`config.mk`:
```
export PLATFORM = sky130hd
export DESIGN_NAME = stp_rx_controller
export DESIGN_NICKNAME = d
export VERILOG_FILES = /design/src/rtl/stp_rx_pkg.sv /design/src/rtl/flex_stp_sr.sv /design/src/rtl/stp_rx_bit_timer.sv /design/src/rtl/stp_rx_controller.sv
export SDC_FILE = /design/constraint.sdc
export NUM_CORES = 1
export LEC_CHECK = 0
export ABC_AREA = 1
export CORE_MARGIN = 5
export CORE_UTILIZATION = 30
export CTS_BUF_LIST = sky130_fd_sc_hd__clkbuf_8
export DETAILED_ROUTE_END_ITERATION = 8
export PLACE_DENSITY = 0.56
export SLEW_MARGIN = 20
export SYNTH_ARGS = -nofsm -noshare
export SYNTH_HDL_FRONTEND = slang
export SYNTH_SLANG_ARGS = --single-unit
```
`constraint.sdc`:
```
create_clock -name clk -period 2 [get_ports clk]
set_clock_uncertainty 0.2 [all_clocks]
set_input_delay 0.5 -clock clk [delete_from_list [all_inputs] [get_ports clk]]
set_output_delay 0.5 -clock clk [all_outputs]
set_load 0.01 [all_outputs]
```
`src/rtl/stp_rx_pkg.sv`:
```
// Shared types and sizing helpers for the serial receive controller.
package stp_rx_pkg;

    typedef enum logic [2:0] {
        IDLE      = 3'd0,
        START_CHK = 3'd1,
        RECV      = 3'd2,
        STOP_CHK  = 3'd3,
        LOAD      = 3'd4
    } rx_state_t;

    // Wide enough to count payload, optional parity and stop shifts.
    function automatic int bit_cnt_width(input int data_bits);
        return $clog2(data_bits + 3);
    endfunction

endpackage

```
`src/rtl/flex_stp_sr.sv`:
```
// Flexible serial-to-parallel shift register; resets to all ones (line idle level).
module flex_stp_sr #(
    parameter int NUM_BITS  = 4,
    parameter bit SHIFT_MSB = 1'b1
) (
    input  logic                clk,
    input  logic                n_rst,
    input  logic                shift_enable,
    input  logic                serial_in,
    output logic [NUM_BITS-1:0] parallel_out
);

    logic [NUM_BITS-1:0] sr_q;
    logic [NUM_BITS-1:0] sr_d;

    // SHIFT_MSB=0 enters at the MSB so the first bit received ends up in bit 0.
    always_comb begin
        sr_d = sr_q;
        if (shift_enable) begin
            if (SHIFT_MSB) begin
                sr_d = {sr_q[NUM_BITS-2:0], serial_in};
            end else begin
                sr_d = {serial_in, sr_q[NUM_BITS-1:1]};
            end
        end
    end

    always_ff @(posedge clk or negedge n_rst) begin
        if (!n_rst) begin
            sr_q <= '1;
        end else begin
            sr_q <= sr_d;
        end
    end

    assign parallel_out = sr_q;

endmodule

```
`src/rtl/stp_rx_bit_timer.sv`:
```
// Bit-period counter; sample_tick marks the mid-bit sample point of every bit period.
module rx_bit_timer #(
    parameter int CLKS_PER_BIT = 10
) (
    input  logic clk,
    input  logic n_rst,
    input  logic clear,
    input  logic enable,
    output logic sample_tick
);

    localparam int CW = $clog2(CLKS_PER_BIT);
    localparam logic [CW-1:0] LAST_CNT = CW'(CLKS_PER_BIT - 1);
    localparam logic [CW-1:0] HALF_CNT = CW'(CLKS_PER_BIT / 2 - 1);

    logic [CW-1:0] cnt_q;
    logic [CW-1:0] cnt_d;

    always_comb begin
        cnt_d = cnt_q;
        if (clear) begin
            cnt_d = '0;
        end else if (enable) begin
            cnt_d = (cnt_q == LAST_CNT) ? '0 : cnt_q + 1'b1;
        end
    end

    always_ff @(posedge clk or negedge n_rst) begin
        if (!n_rst) begin
            cnt_q <= '0;
        end else begin
            cnt_q <= cnt_d;
        end
    end

    assign sample_tick = enable && (cnt_q == HALF_CNT);

endmodule

```
`src/rtl/stp_rx_controller.sv`:
```
// Serial receive controller: sync, start/stop validation, word hand-off with status.
// Optional even-parity frame bit and parity_error port when STP_RX_PARITY_EN is defined.
module stp_rx_controller
    import stp_rx_pkg::*;
#(
    parameter int DATA_BITS    = 8,
    parameter int CLKS_PER_BIT = 10
) (
    input  logic                 clk,
    input  logic                 n_rst,
    input  logic                 serial_in,
    input  logic                 data_read,
    output logic [DATA_BITS-1:0] rx_data,
    output logic                 data_ready,
    output logic                 framing_error,
    output logic                 overrun_error,
    output logic                 busy
`ifdef STP_RX_PARITY_EN
    ,
    output logic                 parity_error
`endif
);

`ifdef STP_RX_PARITY_EN
    localparam int NUM_BITS = DATA_BITS + 2;
`else
    localparam int NUM_BITS = DATA_BITS + 1;
`endif
    localparam int STOP_IDX = NUM_BITS - 1;
    localparam int CW       = bit_cnt_width(DATA_BITS);
    localparam logic [CW-1:0] LAST_SHIFT = CW'(NUM_BITS - 1);

    rx_state_t state_q, state_d;

    logic sync1_q, sync2_q, prev_q;
    logic start_edge;
    logic sample_tick, timer_clear, timer_en, shift_enable;
    logic [NUM_BITS-1:0] sr;

    logic [CW-1:0]        bit_cnt_q, bit_cnt_d;
    logic [DATA_BITS-1:0] rx_data_q, rx_data_d;
    logic                 data_ready_q, data_ready_d;
    logic                 fe_q, fe_d;
    logic                 oe_q, oe_d;
`ifdef STP_RX_PARITY_EN
    logic                 pe_q, pe_d;
`endif

    always_ff @(posedge clk or negedge n_rst) begin
        if (!n_rst) begin
            sync1_q <= 1'b1;
            sync2_q <= 1'b1;
            prev_q  <= 1'b1;
        end else begin
            sync1_q <= serial_in;
            sync2_q <= sync1_q;
            prev_q  <= sync2_q;
        end
    end

    assign start_edge = prev_q && !sync2_q;

    rx_bit_timer #(.CLKS_PER_BIT(CLKS_PER_BIT)) u_timer (
        .clk        (clk),
        .n_rst      (n_rst),
        .clear      (timer_clear),
        .enable     (timer_en),
        .sample_tick(sample_tick)
    );

    flex_stp_sr #(.NUM_BITS(NUM_BITS), .SHIFT_MSB(1'b0)) u_sr (
        .clk         (clk),
        .n_rst       (n_rst),
        .shift_enable(shift_enable),
        .serial_in   (sync2_q),
        .parallel_out(sr)
    );

    always_ff @(posedge clk or negedge n_rst) begin
        if (!n_rst) begin
            state_q <= IDLE;
        end else begin
            state_q <= state_d;
        end
    end

    always_comb begin
        state_d = state_q;
        case (state_q)
            IDLE:      if (start_edge) state_d = START_CHK;
            START_CHK: if (sample_tick) state_d = sync2_q ? IDLE : RECV;
            RECV:      if (sample_tick && (bit_cnt_q == LAST_SHIFT)) state_d = STOP_CHK;
            STOP_CHK:  state_d = sr[STOP_IDX] ? LOAD : IDLE;
            LOAD:      state_d = IDLE;
            default:   state_d = IDLE;
        endcase
    end

    always_comb begin
        busy         = (state_q != IDLE);
        timer_clear  = (state_q == IDLE) && start_edge;
        timer_en     = (state_q == START_CHK) || (state_q == RECV);
        shift_enable = (state_q == RECV) && sample_tick;
    end

    // data_ready/data_read: a word is offered while data_ready is high; the
    // consumer takes it with a one-cycle data_read, which frees the holding
    // register on the next clock. data_read while data_ready is low is ignored.
    always_comb begin
        bit_cnt_d    = bit_cnt_q;
        rx_data_d    = rx_data_q;
        data_ready_d = data_ready_q;
        fe_d         = fe_q;
        oe_d         = oe_q;
`ifdef STP_RX_PARITY_EN
        pe_d         = pe_q;
`endif
        if (data_read && data_ready_q) begin
            data_ready_d = 1'b0;
            oe_d         = 1'b0;
        end
        case (state_q)
            START_CHK: begin
                if (sample_tick && !sync2_q) begin
                    fe_d      = 1'b0;
                    bit_cnt_d = '0;
`ifdef STP_RX_PARITY_EN
                    pe_d      = 1'b0;
`endif
                end
            end
            RECV:     if (sample_tick) bit_cnt_d = bit_cnt_q + 1'b1;
            STOP_CHK: if (!sr[STOP_IDX]) fe_d = 1'b1;
            LOAD: begin
                rx_data_d    = sr[DATA_BITS-1:0];
                data_ready_d = 1'b1;
                // A same-cycle read consumes the old word, so no overrun.
                if (data_ready_q && !data_read) oe_d = 1'b1;
`ifdef STP_RX_PARITY_EN
                pe_d         = ^sr[DATA_BITS:0];
`endif
            end
            default: ;
        endcase
    end

    always_ff @(posedge clk or negedge n_rst) begin
        if (!n_rst) begin
            bit_cnt_q    <= '0;
            rx_data_q    <= '1;
            data_ready_q <= 1'b0;
            fe_q         <= 1'b0;
            oe_q         <= 1'b0;
`ifdef STP_RX_PARITY_EN
            pe_q         <= 1'b0;
`endif
        end else begin
            bit_cnt_q    <= bit_cnt_d;
            rx_data_q    <= rx_data_d;
            data_ready_q <= data_ready_d;
            fe_q         <= fe_d;
            oe_q         <= oe_d;
`ifdef STP_RX_PARITY_EN
            pe_q         <= pe_d;
`endif
        end
    end

    assign rx_data       = rx_data_q;
    assign data_ready    = data_ready_q;
    assign framing_error = fe_q;
    assign overrun_error = oe_q;
`ifdef STP_RX_PARITY_EN
    assign parity_error  = pe_q;
`endif

endmodule

```
; ---- Word level (Yosys, flattened, before mapping)
; Cells that the tools add are included.
[totals]
ff_bits = 34
latch_bits = 0
ramBits = 0
rom_bits = 0
out_inout_bits = 12
word_cells = 66
mem_count = 0
[classes]
n_addsub = 2
multipliers = 0
div = 0
n_lt_le_gt_ge = 0
n_eq_ne = 13
shift = 0
mux = 20
bitwise_logic = 0
reduce_logical = 20
[op_table]
columns = op, n
row1 = $mux W4, 5
row2 = $mux W3, 4
row3 = $pmux W3 S4, 1
row4 = $ne A2 B2 Y1 const B, 5
row5 = $reduce_and A3 Y1, 3
row6 = $add A4 B1 Y4 const B, 2
row7 = $eq A4 B4 Y1 const B, 2
row8 = $logic_and A1 B1 Y1, 8
row9 = $pmux W4 S2, 1
row10 = $reduce_bool A2 Y1, 4
row11 = $mux W1, 7
row12 = $eq A3 B2 Y1 const B, 2
row13 = $eq A4 B3 Y1 const B, 1
row14 = $eq A3 B1 Y1 const B, 1
row15 = $eq A3 B3 Y1 const B, 1
row16 = $logic_not A3 Y1, 1
row17 = $reduce_bool A3 Y1, 1
row18 = $logic_not A1 Y1, 2
row19 = $mux W2, 1
row20 = $ne A2 B1 Y1 const B, 1
row21 = $pmux W1 S2, 1
row22 = $logic_or A1 B1 Y1, 1

; ---- Logic depth before layout (Yosys ltp)
[logic_depth]
depth_word = 6
depth_mapped = 7
depth_no_buf = 7

; ---- Modules after synthesis
; A second synthesis with hierarchy kept.
[hier_totals]
hier_cells = 182
area_unflattened_um2 = 1567.8
[by_module_without_submodules]
columns = mod, n_inst, cells_each, area_each_um2, seq_area_each_um2
row1 = stp_rx_controller, 1, 103, 935.9, 539.3
row2 = flex_stp_sr, 1, 38, 352.8, 236.5
row3 = rx_bit_timer, 1, 41, 279.0, 100.1

; ---- Least setup slack after synthesis
; Ideal clock, no wire load.
[synth_timing]
kind = reg-to-reg
from = reg u_timer.cnt_q[0]
to = reg bit_cnt_q[0]
setup_ns = 0.122
arrival_time_ns = 1.212
required_ns = 1.678
setup_slack_ns = 0.466
path_stages_with_launch = 8
path_buffers = 1
synth_period_minus_slack_ns = 1.534
path_cell_list = dfrtp_1 inv_1 ha_1 nand3_1 clkinv_2 nand2_4 buf_6 o21ai_2
[synth_via]
elab_chain_len = 5
word_cells_on_any_way = 6
classes_between = eq/ne: 3 / reduce/logical: 3
[synth_rtl]
columns = element, line
row1 = "start, declared", stp_rx_bit_timer.sv:16  ; logic [CW-1:0] cnt_q;
row2 = "start signal, assigned", stp_rx_bit_timer.sv:32  ; cnt_q <= cnt_d;
row3 = $eq A4 B3 Y1 *, stp_rx_bit_timer.sv:36  ; assign sample_tick = enable && (cnt_q == HALF_CNT);
row4 = $logic_and A1 B1 Y1 *, stp_rx_bit_timer.sv:36
row5 = $logic_and A1 B1 Y1, stp_rx_controller.sv:124  ; if (sample_tick && !sync2_q) begin
row6 = $ne A2 B1 Y1 (no source line), n/a
row7 = $reduce_and A3 Y1 (no source line) *, n/a
row8 = "end signal, assigned", stp_rx_controller.sv:158  ; bit_cnt_q <= bit_cnt_d;
row9 = "end, declared", stp_rx_controller.sv:40  ; logic [CW-1:0] bit_cnt_q, bit_cnt_d;
; Every way passes the cells marked *; elsewhere a longest branch is shown, timed or not.
; A chain may end at the register's enable or synchronous reset.

; ---- Worst setup path in the final report
[layout_timing]
from = reg data_ready_q (netlist: data_ready)
to = out data_ready
[layout_lines]
columns = element, line
row1 = "start, declared", stp_rx_controller.sv:42  ; logic data_ready_q, data_ready_d;
row2 = "start signal, assigned", stp_rx_controller.sv:160  ; data_ready_q <= data_ready_d;
row3 = "end, declared", stp_rx_controller.sv:14  ; output logic data_ready,
; No word-level cell between the ends.

==> metrics.txt <==
# TYPE chip_impl_metric gauge
chip_impl_info{name="outcome",value="finished, final reports clean"} 1
chip_impl_metric{name="multi_input_area",unit="um^2"} 656.9
chip_impl_metric{name="irDropWorstVdd",unit="V"} 0.0005305
chip_impl_metric{name="timing.final.crit_share",unit=""} 0.9514
chip_impl_metric{name="dp_hpwl",unit="um"} 2002
chip_impl_metric{name="dr.pass1.iters",unit=""} 4
chip_impl_metric{name="critPathBufInv",unit=""} 1
chip_impl_metric{name="synth-edff-count",unit=""} 0
chip_impl_metric{name="hold_viol_final",unit=""} 0
chip_impl_metric{name="drtIter0Drc",unit=""} 66
chip_impl_metric{name="tightestPinTransition",unit="ns"} 0.2881
chip_impl_metric{name="tritoncts.num_buffers",unit=""} 5
chip_impl_info{name="netlist.top_cell.by_area",value="dfstp_2"} 1
chip_impl_metric{name="report.final.setup_viol",unit=""} 0
chip_impl_info{name="tritoncts_clock_tree",value="built"} 1
chip_impl_metric{name="portBuffers",unit=""} 15
chip_impl_metric{name="cp_slowest_stage_delay",unit="ns"} 0.54
chip_impl_metric{name="holdBufCountCts",unit=""} 0
chip_impl_metric{name="placed_cells_incl_taps",unit=""} 255
chip_impl_metric{name="grt_remaining_overflow",unit=""} 0
chip_impl_metric{name="finalNetCount",unit=""} 199
chip_impl_metric{name="clockPowerShare",unit=""} 0.313
chip_impl_metric{name="slew_headroom",unit=""} 0.8077
chip_impl_metric{name="synth_top_cell_area_share",unit=""} 0.3191
chip_impl_metric{name="cp.depth",unit=""} 1
chip_impl_metric{name="fin_tns_setup",unit="ns"} 0
chip_impl_metric{name="row_count",unit=""} 27
chip_impl_metric{name="number_of_register_bits_inferred_by_synthesis",unit=""} 34
chip_impl_metric{name="pin_count",unit=""} 16
chip_impl_info{name="timing.critical_path.to_type",value="output pin"} 1
chip_impl_metric{name="antenna_violating_nets_post_route",unit=""} 0
chip_impl_info{name="path_cells",value="clkdlybuf4s50_1"} 1
chip_impl_metric{name="power.net_switching",unit="mW"} 0.6600
chip_impl_metric{name="worstSkewPairLatency",unit="ns"} 0.28
chip_impl_metric{name="netlist_area",unit="um^2"} 1647
chip_impl_metric{name="clkTransAtPathRegs",unit="ns"} 0.07
chip_impl_metric{name="cts_buffer_depth",unit=""} 2
chip_impl_metric{name="htreeDepth",unit=""} 2
chip_impl_metric{name="leakagePower",unit="nW"} 0.9099
chip_impl_metric{name="crit_path_max_fanout",unit=""} 3
chip_impl_metric{name="layout.cells.non_filler",unit=""} 263
chip_impl_metric{name="synth_nets",unit=""} 173
chip_impl_metric{name="groute.usage.overall",unit=""} 0.08902
chip_impl_metric{name="sequential_cell_area",unit="um^2"} 878.3
chip_impl_metric{name="grt_pass1_wl",unit="um"} 4981
chip_impl_metric{name="insertedDiodeCount",unit=""} 0
chip_impl_metric{name="ys_async_sr_fraction",unit=""} 1.000
chip_impl_metric{name="chipWidth",unit="um"} 84.09
chip_impl_metric{name="via_per_inst",unit=""} 4.255
chip_impl_metric{name="start_util",unit=""} 0.3046
chip_impl_metric{name="vias",unit=""} 1119
chip_impl_metric{name="number_of_pins_exceeding_their_max_slew_limit_in_the_final_report",unit=""} 0
chip_impl_info{name="synth_top_cells_by_area",value="dfstp_2, dfrtp_1, o21ai_2"} 1
chip_impl_metric{name="relative_contribution_of_combinational_cells_to_total_power",unit=""} 0.266
chip_impl_metric{name="die_height",unit="um"} 84.09
chip_impl_metric{name="layout_min_cycle_time",unit="ns"} 1.903
chip_impl_metric{name="crit_path_dat",unit="ns"} 1.20
chip_impl_metric{name="timing.reg2reg.worst_path_depth",unit=""} 7
chip_impl_metric{name="antenna_found_initial",unit=""} 0
chip_impl_metric{name="ctsResizeCount",unit=""} 11
chip_impl_metric{name="wl_per_cell",unit="um"} 10.70
chip_impl_info{name="timing.critical_path.slowest_stage_cell",value="clkdlybuf4s50_1"} 1
chip_impl_metric{name="dieArea",unit="um^2"} 7070
chip_impl_metric{name="areaGrowthSynthToFinish",unit="%"} 23.25
chip_impl_info{name="grt_setup_unrepaired",value="false"} 1
chip_impl_metric{name="share_seq_of_total_power",unit=""} 0.421
chip_impl_metric{name="place_congestion",unit=""} 0.8306
chip_impl_metric{name="design_power_total",unit="mW"} 2.059
chip_impl_metric{name="yosys.cell_types.count",unit=""} 25
chip_impl_info{name="critPathTopFamily",value="buffers and inverters"} 1
chip_impl_metric{name="synthCells",unit=""} 164
chip_impl_metric{name="grt_max_degree",unit=""} 35
chip_impl_metric{name="yosys_warnings",unit=""} 0
chip_impl_info{name="clock_tree.root_cell",value="clkbuf_8"} 1
chip_impl_info{name="worst_hold_path_type",value="reg2reg"} 1
chip_impl_metric{name="cap_viol_max_count",unit=""} 0
chip_impl_metric{name="synth_sequential_area_ratio",unit=""} 0.5319
chip_impl_metric{name="nFillCells",unit=""} 553
chip_impl_info{name="yosysMostFrequentCell",value="nand2_1"} 1
chip_impl_metric{name="max_freq",unit="MHz"} 525.6
chip_impl_metric{name="number_of_global_route_vias_before_repair",unit=""} 1074
chip_impl_metric{name="routed_wirelength",unit="um"} 2815
chip_impl_metric{name="min_path_cells",unit=""} 0
chip_impl_metric{name="postCtsSetupRepairBufs",unit=""} 0
chip_impl_metric{name="clkSinkCount",unit=""} 34
chip_impl_metric{name="floorplan.core_area",unit="um^2"} 5405
chip_impl_info{name="synth_common_cells",value="nand2_1, dfstp_2, inv_1"} 1
chip_impl_metric{name="worst_endpoint_required_time",unit="ns"} 1.30
chip_impl_info{name="synth_top_flop_cell",value="dfstp_2"} 1
chip_impl_metric{name="power_density",unit="nW/um^2"} 1015
chip_impl_metric{name="share_of_final_layout_standard_cells_stronger_than_drive_strength_1",unit=""} 0.3560
chip_impl_metric{name="cell_internal_pwr",unit="mW"} 1.400
chip_impl_metric{name="syn_area_cell",unit="um^2"} 10.04
chip_impl_info{name="worstSetupPathType",value="reg2out"} 1
chip_impl_info{name="type_of_origin_of_the_critical_path",value="register"} 1
chip_impl_metric{name="drc_errors",unit=""} 0
chip_impl_metric{name="p_sw_frac",unit=""} 0.3205
==> layout by cell type (no fill, tap or decap), types with 2 or more instances in the layout <==
cell type / n
nand2_4: 3
clkbuf_8: 6
o21ai_1: 4
clkdlybuf4s50_1: 6
inv_1: 20
nand4_1: 7
dfstp_2: 20
nor2_1: 4
o21ai_2: 17
nand2_1: 38
dlygate4sd2_1: 9
dfrtp_2: 2
dfrtp_1: 12
inv_2: 4
buf_4: 5
ha_1: 5
nor2_4: 2
nand3_2: 3
nand3_1: 12
==> cells by family after synthesis <==
kind of cell | share of synthesized area
mux | 0.009116
simple gates | 0.2310
xor+xnor | 0.01064
flops | 0.5319
buf+inv | 0.06914
fa+ha+maj | 0.03799
compound gates | 0.1102
==> layer usage <==
metal | share of wire | track usage | wire length [um] | up-vias
met2 | 0.45 | 0.1341 | 1267 | 13
met4 | 0.023 | 0.05263 | 66 | 0
met3 | 0.036 | 0.02468 | 102 | 7
met1 | 0.49 | 0.1127 | 1379 | 515
li1 | - | - | - | 584
met5 | 0 | 0 | 0 | -
==> final timing paths <==
kind                       slack (ns)                          from                          endpoint
max reg2reg                      0.37  u_timer.cnt_q[1]$_DFFE_PN0P_  u_sr.parallel_out[6]$_DFFE_PN1P_
min in group asynchronous        0.40                         n_rst            state_q[2]$_DFFE_PN0P_
max in group asynchronous        0.96                         n_rst                  prev_q$_DFF_PN1_
max                               0.1        data_ready$_DFFE_PN0P_                        data_ready
min                              0.16             sync1_q$_DFF_PN1_                 sync2_q$_DFF_PN1_
min reg2reg                      0.16             sync1_q$_DFF_PN1_                 sync2_q$_DFF_PN1_
==> power by group through the flow <==
stage | Combinational, mW | Clock [mW] | Sequential, mW
2_1_floorplan | 0.367 | 0 | 0.873
6_report | 0.548 | 0.644 | 0.868
3_3_place_gp | 0.560 | 0 | 0.872
4_1_cts | 0.557 | 0.675 | 0.866
3_5_place_dp | 0.565 | 0 | 0.872
5_1_grt | 0.630 | 0.708 | 0.882
==> cell type report <==
cell class,instances,area share
multi-input combinational,104,0.3237
timing repair buffer,21,0.09679
tap,72,0.04439
sequential,34,0.4328
clock buffer,6,0.04069
inverter,24,0.04501
clock inverter,2,0.01665
==> worst register-to-register path: stages, from the launching register on <==
cell      delay (ns)
dfrtp_1         0.41
inv_1           0.08
ha_1            0.18
nand3_1         0.15
clkinv_2        0.14
nand2_4         0.24
nand2_1         0.11
o21ai_2         0.06
==> sequential cells by signal, summed over array words and instances, names as in the netlist, named ones only <==
register / cells
u_sr.parallel_out: 9
rx_data: 8
bit_cnt_q: 4
u_timer.cnt_q: 4
state_q: 3
data_ready: 1
framing_error: 1
prev_q: 1
sync1_q: 1
sync2_q: 1
==> per-stage QoR <==
stage	util	setup slack, ns	hold WS [ns]	instance area [um^2]
2_1_floorplan	-	0.4664	0.004409	1647
3_3_place_gp	0.3556	0.2199	0.1460	1922
3_5_place_dp	0.3556	0.2148	0.1473	1922
4_1_cts	0.3755	0.07413	0.1581	2029
5_1_grt	0.3755	0.02941	0.1667	2029
6_report	0.3755	0.09724	0.1569	2029
No activity file was read; power rests on OpenSTA's default activity.
